## config.mk

```make
export PLATFORM = sky130hd
export DESIGN_NAME = tile_select_ctrl
export DESIGN_NICKNAME = d
export VERILOG_FILES = /design/src/rtl/tile_select_ctrl.sv
export SDC_FILE = /design/constraint.sdc
export NUM_CORES = 1
export LEC_CHECK = 0
export CORE_UTILIZATION = 45
export CTS_CLUSTER_SIZE = 24
export DETAILED_ROUTE_END_ITERATION = 16
export PLACE_DENSITY_LB_ADDON = 0.05
export SLEW_MARGIN = 0
export SYNTH_ARGS = -nofsm -noshare
export SYNTH_HDL_FRONTEND = slang
export SYNTH_SLANG_ARGS = --single-unit
```

## constraint.sdc

```tcl
create_clock -name clk -period 2.2 [get_ports clk]
set_input_delay 0.22 -clock clk [delete_from_list [all_inputs] [get_ports clk]]
set_output_delay 0.22 -clock clk [all_outputs]
set_load 0.02 [all_outputs]
```

## src/rtl/tile_select_ctrl.sv

```systemverilog
// Player input front-end: debounces the three board buttons, walks a tile cursor over the
// 16 positions, issues the confirmed tile with a one-cycle select strobe and then holds a
// timed reveal window before the next selection is accepted.
module tile_select_ctrl #(
  parameter int unsigned DEBOUNCE_CYCLES = 250000,
  parameter int unsigned REVEAL_CYCLES   = 50000000
) (
  input  logic       clk,
  input  logic       rst,
  input  logic       btn_left,
  input  logic       btn_right,
  input  logic       btn_ok,
  input  logic       enable,
  output logic [3:0] cursor,
  output logic [3:0] position_data,
  output logic       A,
  output logic       reveal,
  output logic       reveal_done,
  output logic       busy
);

  localparam int unsigned DbW = $clog2(DEBOUNCE_CYCLES + 1);
  localparam int unsigned RvW = $clog2(REVEAL_CYCLES + 1);
  localparam logic [DbW-1:0] DbLast = DbW'(DEBOUNCE_CYCLES - 1);
  localparam logic [RvW-1:0] RvLast = RvW'(REVEAL_CYCLES - 1);

  // Button index: 0 = left, 1 = right, 2 = ok.
  logic [2:0] raw;
  assign raw = {btn_ok, btn_right, btn_left};

  logic [2:0]     sync1_q, sync2_q;
  logic [2:0]     level_q, level_d, level_dly_q;
  logic [2:0]     press_q;
  logic [DbW-1:0] db_cnt_q [3];
  logic [DbW-1:0] db_cnt_d [3];

  // Two-flop synchronisers for the asynchronous raw buttons.
  always_ff @(posedge clk or negedge rst) begin
    if (!rst) begin
      sync1_q <= '0;
      sync2_q <= '0;
    end else begin
      sync1_q <= raw;
      sync2_q <= sync1_q;
    end
  end

  // Debounce: count consecutive disagreeing cycles, flip the level once the count is reached.
  always_comb begin
    level_d = level_q;
    for (int i = 0; i < 3; i++) begin
      db_cnt_d[i] = '0;
      if (sync2_q[i] != level_q[i]) begin
        if (db_cnt_q[i] == DbLast) begin
          level_d[i] = ~level_q[i];
        end else begin
          db_cnt_d[i] = db_cnt_q[i] + DbW'(1);
        end
      end
    end
  end

  // Debounced level, its delayed copy and the registered rising-edge press pulse.
  always_ff @(posedge clk or negedge rst) begin
    if (!rst) begin
      level_q     <= '0;
      level_dly_q <= '0;
      press_q     <= '0;
      for (int i = 0; i < 3; i++) begin
        db_cnt_q[i] <= '0;
      end
    end else begin
      level_q     <= level_d;
      level_dly_q <= level_q;
      press_q     <= level_q & ~level_dly_q;
      for (int i = 0; i < 3; i++) begin
        db_cnt_q[i] <= db_cnt_d[i];
      end
    end
  end

  logic press_left, press_right, press_ok;
  assign press_left  = press_q[0];
  assign press_right = press_q[1];
  assign press_ok    = press_q[2];

  typedef enum logic [1:0] {StIdle, StSelect, StIssue, StReveal} state_e;

  state_e         state_q, state_d;
  logic [RvW-1:0] rv_cnt_q, rv_cnt_d;
  logic [3:0]     cursor_q, cursor_d;
  logic [3:0]     pos_q, pos_d;
  logic           done_q, done_d;

  // State, reveal timer, cursor and latched tile registers.
  always_ff @(posedge clk or negedge rst) begin
    if (!rst) begin
      state_q  <= StIdle;
      rv_cnt_q <= '0;
      cursor_q <= '0;
      pos_q    <= '0;
      done_q   <= 1'b0;
    end else begin
      state_q  <= state_d;
      rv_cnt_q <= rv_cnt_d;
      cursor_q <= cursor_d;
      pos_q    <= pos_d;
      done_q   <= done_d;
    end
  end

  // Next state: enable low wins from any state and silently aborts a reveal in progress.
  always_comb begin
    state_d  = state_q;
    rv_cnt_d = rv_cnt_q;
    cursor_d = cursor_q;
    pos_d    = pos_q;
    done_d   = 1'b0;
    if (!enable) begin
      state_d  = StIdle;
      rv_cnt_d = '0;
    end else begin
      unique case (state_q)
        StIdle: begin
          state_d = StSelect;
        end
        StSelect: begin
          // Confirm takes priority; simultaneous left/right cancel out.
          if (press_ok) begin
            pos_d   = cursor_q;
            state_d = StIssue;
          end else if (press_left && !press_right) begin
            cursor_d = cursor_q - 4'd1;
          end else if (press_right && !press_left) begin
            cursor_d = cursor_q + 4'd1;
          end
        end
        StIssue: begin
          state_d  = StReveal;
          rv_cnt_d = '0;
        end
        StReveal: begin
          if (rv_cnt_q == RvLast) begin
            state_d  = StSelect;
            rv_cnt_d = '0;
            done_d   = 1'b1;
          end else begin
            rv_cnt_d = rv_cnt_q + RvW'(1);
          end
        end
        default: begin
          state_d = StIdle;
        end
      endcase
    end
  end

  // Outputs decode straight from registers so reset clears them asynchronously.
  always_comb begin
    A             = (state_q == StIssue);
    reveal        = (state_q == StReveal);
    busy          = (state_q == StIssue) || (state_q == StReveal);
    reveal_done   = done_q;
    cursor        = cursor_q;
    position_data = pos_q;
  end

endmodule

```

==> run metrics, run 1 <==
Hold Path End sync1_q[0]$_DFF_PN0_; Final setup viols 0; core area 10890 um^2; Placed Cells incl. Taps 657; static leakage 0.002447 uW; port bufs 17; Post-Synthesis Cells 504; clock sinks 106; Least-Margin Pin Slew 0.4558 ns; Syn Std Cell Area 5057 um^2; largest cells by area after synthesis dfrtp_1, xor2_1, nor2_1, xnor2_1, nand3_1; Synth Register Bits 106; run status complete, no violations; Final WS setup 0.2472 ns; first-pass GRT wire length 16100 um; share of layout cells above drive strength 1 8.240%; Max Clk Rate 512.1 MHz; final WL 9016 um; Synth Net Count 521; top cell type's share of synthesized area 52.45%; Root Buffer clkbuf_8; R2R setup slack 0.25 ns; CP endpoint kind output port; worst-skew pair later-pin latency 0.38 ns; CP startpoint kind flop; routed wl met3 313 um; period utilization 88.76%; largest net degree at the start of global routing 52; Distinct cells, synth 41; Rows 38; DRT iter0 DRCs 93; DRC Markers 0; crit-path max FO 4; Synth-to-Final Area Change 11.38%; vias in the first global route 3506; gr ovfl total 0; Worst R2R Path Depth 5; TNS Setup 0 ns; Max Clock Skew 0.006810 ns; antenna violations before repair 0; Worst Path Required 1.98 ns; GP Congestion 0.7783; dpl ws 0.1721 ns; maxcap violations 0; hold path depth 1; First-pass DRT Iterations 4; metal2 WL 4159 um; Final Max Tran Viols 0; post-synthesis sequential area ratio 52.45%; total power 3610 uW; DR vias 3491; Vias per Instance 5.180; WL met1 4447 um; I/O Pins 18; # Post-CTS Setup Buffers 0; CP arrival 1.73 ns; ant diodes 0; relative slew slack 69.50%; H-tree depth 3; DP HPWL 6308 um; worst r2r src rv_cnt_q[11]$_DFFE_PN0P_; Synth Warn # 0; Min-Delay Path Class primary input to flop; Die ar. 11670 um^2; clock buffer depth 2; reg2reg end rv_cnt_q[23]$_DFFE_PN0P_; RSZ-0062 raised after global routing false; Non-Filler Instances 674; CTS Buf Count 9; leading area contributor after synthesis dfrtp_1; CTS tree done; number of fill cells 1029; Total GRT Usage 17.75%; fin nets 546; mean post-synth cell area 10.03 um^2; power per cell area 640.8 nW/um^2; Avg WL per Cell 13.38 um; die width 108.0 um; register clock-pin slew on the reported worst setup and hold paths 0.10 ns; Final Hold Fails 0; Die Span Y 108.0 um; hold path startpoint btn_left; ANT nets after route 0; worst vdd ir 0.0005760 V; Initial Util 46.45%; top layer in use met4; final design utilization 51.74%; Tmin final 1.953 ns; Worst Path Class, Setup flop to output port
[synthesized netlist by cell type]
master and instances:
xor2_1 37, nor3_1 8, a21o_1 1, mux2_2 6
o21ai_2 1, or4_4 1, o21ai_0 14, and2_1 7
buf_12 1, buf_6 1, inv_1 16, nor2b_1 5
nor4_1 12, nor4b_1 1, dfrtp_1 106, nand2b_1 3
or2_2 4, and3_1 11, and2_4 1, nand4_1 21
nor2_1 83, clkbuf_1 6, nand3_1 32, a311oi_1 1
fa_1 1, o21a_1 1, nor4bb_1 1, ha_1 10
or3_1 7, o21bai_4 1, buf_2 7, nand2_1 40
nand3b_1 1, o31ai_1 2, and4_1 6, a21oi_1 10
or3b_2 1, xnor2_1 33, a31oi_1 1, nor3b_2 1
nand4b_1 2
[through the flow]
step	hold WS, ns	cell area [um^2]
5_1_grt	0.2333	5633
2_1_floorplan	-0.07559	5057
4_1_cts	0.2340	5630
3_3_place_gp	0.1436	5406
6_report	0.2609	5633
3_5_place_dp	0.1453	5406
[metal layers]
metal,GRT usage (%),up-vias
li1,-,1752
met1,22.99,1689
met2,28.57,43
met3,5.425,7
met4,5.382,0
met5,0,-
[sequential cells by signal, summed over array words and instances (netlist names)]
signal         flops
db_cnt_q          54
rv_cnt_q          26
cursor             4
position_data      4
level_dly_q        3
level_q            3
press_q            3
sync1_q            3
sync2_q            3
state_q            2
reveal_done        1
[worst max-delay path by stage]
stage	from	to	slack [ns]	depth (start not counted)
after global placement	enable	rv_cnt_q[25]$_DFFE_PN0P_	0.22	6
after CTS	state_q[1]$_DFFE_PN0P_	busy	0.05	3
after detailed placement	enable	rv_cnt_q[25]$_DFFE_PN0P_	0.17	6
final	state_q[0]$_DFFE_PN0P_	A	0.25	3
after floorplan	state_q[1]$_DFFE_PN0P_	rv_cnt_q[25]$_DFFE_PN0P_	0.12	7
after global routing	db_cnt_q[11]$_DFF_PN0_	db_cnt_q[16]$_DFF_PN0_	0.07	5
[final cells by class]
cell class                 count  area, um^2  area share, %
sequential                   106        2653          47.09
multi-input combinational    367        2258          40.09
timing repair buffer          29       275.3          4.887
tap                          140       175.2          3.110
clock buffer                  12       155.1          2.754
inverter                      16       60.06          1.066
clock inverter                 4       56.30         0.9996
[power by group]
part / leakage (uW) / switching (uW) / internal, uW
logic: 0.000888 / 206 / 122
clock network: 0.000108 / 672 / 600
registers: 0.00145 / 29.5 / 1980
total: 0.00245 / 907 / 2700
[cells in the final DEF (no fill, tap or decap), drive strengths merged, types with 2 or more instances in the layout]
| cell type | n |
|---|---|
| nand4b | 2 |
| nand3 | 32 |
| nand4 | 21 |
| mux2 | 6 |
| and4 | 6 |
| nor4 | 12 |
| or3 | 7 |
| nand2 | 40 |
| inv | 18 |
| a21oi | 10 |
| or2 | 4 |
| xor2 | 37 |
| and2 | 8 |
| o31ai | 2 |
| ha | 10 |
| buf | 12 |
| nor3 | 8 |
| and3 | 11 |
| xnor2 | 33 |
| clkbuf | 12 |
| nor2b | 5 |
| dfrtp | 106 |
| nand2b | 3 |
| o21ai | 15 |
| nor2 | 83 |
| clkdlybuf4s50 | 15 |
[worst max-delay path: stages (launching register included)]
cell	delay [ns]
dfrtp_1	0.41
inv_1	0.09
ha_1	0.23
clkdlybuf4s50_1	0.63
[timing repair]
item	4_1_cts	5_1_grt
hold buffers	1	0
endpoints found under the hold margin	22	0
endpoints found under the setup margin	1	1
gates resized for setup	1	1
[cell families (layout without fill, tap and decap cells)]
family	Yosys count	after routing	synth area share [%]
AND/OR/NAND/NOR	248	248	24.47
flip-flops	106	106	52.45
XOR/XNOR	70	70	12.12
AO/OA/AOI/OAI	32	32	3.810
buffers and inverters	31	61	2.944
adder cells (fa/ha/maj)	11	11	2.870
multiplexers	6	6	1.336
Note: power is estimated with default switching activity, not from simulation.
==> inputs of run 2 (changes only) <==
Settings changed: GPL_TIMING_DRIVEN set to 1.
==> results of run 2 <==
Same layout as run 1: the final DEF is identical, and so are final timing and power.
==> inputs of run 3 (changes only) <==
Settings changed: CORE_UTILIZATION 45 to 25.
==> run 3 against run 2 <==
Net effect: sequential share of layout area shrank 2.2 points; first-iteration DRC count up 46%; fmax shrank 0.20%; worst setup slack lost 0.0039 ns; critical path depth is 1 lower; critical endpoint is now reveal; largest cell class unchanged.
==> run metrics, run 3 (synthesized netlist as in run 1, its figures left out) <==
ANT nets after route 0; Avg WL per Cell 13.53 um; clock sinks 106; Placed Cells incl. Taps 788; antenna violations before repair 0; register clock-pin slew on the reported worst setup and hold paths 0.09 ns; Die Span Y 144.2 um; design area 5913 um^2; Final setup viols 0; Total GRT Usage 11.72%; hold path startpoint btn_right; Non-Filler Instances 805; maxcap violations 0; Hold Path End sync1_q[1]$_DFF_PN0_; max reg flops 54; Max Clock Skew 0.01366 ns; Worst Path Class, Setup flop to output port; TNS Setup 0 ns; vias in the first global route 3603; number of fill cells 2080; RSZ-0062 raised after global routing false; most flop-heavy register db_cnt_q; Worst R2R Path Depth 6; Synth-to-Final Area Change 16.92%; Final WS setup 0.2433 ns; share of layout cells above drive strength 1 9.259%; Worst Path Required 1.98 ns; I/O Pins 18; DP HPWL 7541 um; CTS Buf Count 9; final WL 10890 um; Die ar. 20800 um^2; die width 144.2 um; dpl ws 0.1649 ns; gr ovfl total 0; worst-skew pair later-pin latency 0.36 ns; Placed Area 5608 um^2; Min-Delay Path Class primary input to flop; static leakage 0.002513 uW; crit-path max FO 6; DRT iter0 DRCs 136; R2R setup slack 0.27 ns; worst vdd ir 0.0003267 V; relative slew slack 65.64%; fin nets 552; first-pass GRT wire length 18610 um; core area 19650 um^2; CP endpoint kind output port; H-tree depth 3; Final Max Tran Viols 0; Max Clk Rate 511.1 MHz; reg2reg end rv_cnt_q[24]$_DFFE_PN0P_; DR vias 3512; most frequent cells in the layout dfrtp_1, nor2_1, nand2_1, xor2_1, xnor2_1; Least-Margin Pin Slew 0.5135 ns; Tmin final 1.957 ns; worst r2r src state_q[1]$_DFFE_PN0P_; clock buffer depth 2; Rows 51; # Post-CTS Setup Buffers 0; Final Hold Fails 0; Vias per Instance 4.363; CP startpoint kind flop; Initial Util 25.73%; CP arrival 1.74 ns; most common cell after layout, fill and taps aside dfrtp_1; port bufs 17; Largest regs db_cnt_q (54), rv_cnt_q (26); ant diodes 0; run status complete, no violations; period utilization 88.94%; DRC Markers 0; CTS tree done; Root Buffer clkbuf_16; largest net degree at the start of global routing 51; GP Congestion 0.7607; First-pass DRT Iterations 4; power per cell area 674.0 nW/um^2; hold path depth 1
[run 3: cell types whose count changed in the layout (fill, tap and decap cells not counted), sizes merged]
cell	previous run	this run
clkinvlp	0	1
inv	18	21
clkbuf	12	9
buf	12	18
bufinv	1	0
[run 3: critical path, stage by stage (launching register included)]
cell and delay, ns:
dfrtp_1 0.40, ha_1 0.32, clkdlybuf4s50_1 0.67
[run 3: worst max path at each step]
| stage | start | endpoint |
|---|---|---|
| 2_1_floorplan | state_q[1]$_DFFE_PN0P_ | rv_cnt_q[25]$_DFFE_PN0P_ |
| 4_1_cts | state_q[1]$_DFFE_PN0P_ | busy |
| 6_report | state_q[1]$_DFFE_PN0P_ | reveal |
| 5_1_grt | state_q[1]$_DFFE_PN0P_ | rv_cnt_q[20]$_DFFE_PN0P_ |
| 3_3_place_gp | enable | rv_cnt_q[25]$_DFFE_PN0P_ |
| 3_5_place_dp | enable | rv_cnt_q[25]$_DFFE_PN0P_ |
[run 3: metrics by stage]
step                power, uW  hold slack [ns]  util (%)
floorplan                2279         -0.07559         -
global placement         2416           0.2245     28.53
detailed placement       2419           0.2267     28.53
CTS                      4106           0.2665     30.07
global route             4212           0.2690     30.09
finish                   3985           0.2865     30.09
[run 3: power breakdown]
part | internal [uW] | switching, uW | total [uW]
clock | 800 | 819 | 1620
combinational | 130 | 227 | 358
sequential | 1980 | 29.1 | 2010
[run 3: final cells by class]
class                      count  area (um^2)  share of cell area, %
clock buffer                   9        225.2                  3.809
clock inverter                 7        67.56                  1.143
inverter                      16        60.06                  1.016
multi-input combinational    367         2256                  38.15
sequential                   106         2653                  44.86
tap                          265        331.6                  5.607
timing repair buffer          35        320.3                  5.417
[run 3: timing repair]
item                                   in CTS  in global routing
hold buffers                                1                  0
setup endpoints to repair                   0                  1
endpoints found under the hold margin      31                  0
resized for setup                           0                  1
[run 3: metal layers]
layer / track usage (%) / vias up / part of all wire [%]
met4: 4.377 / 0 / 1.6
met5: 0 / - / 0
met1: 15.43 / 1712 / 51
met2: 18.59 / 23 / 45
met3: 2.781 / 9 / 2.4
li1: - / 1768 / -
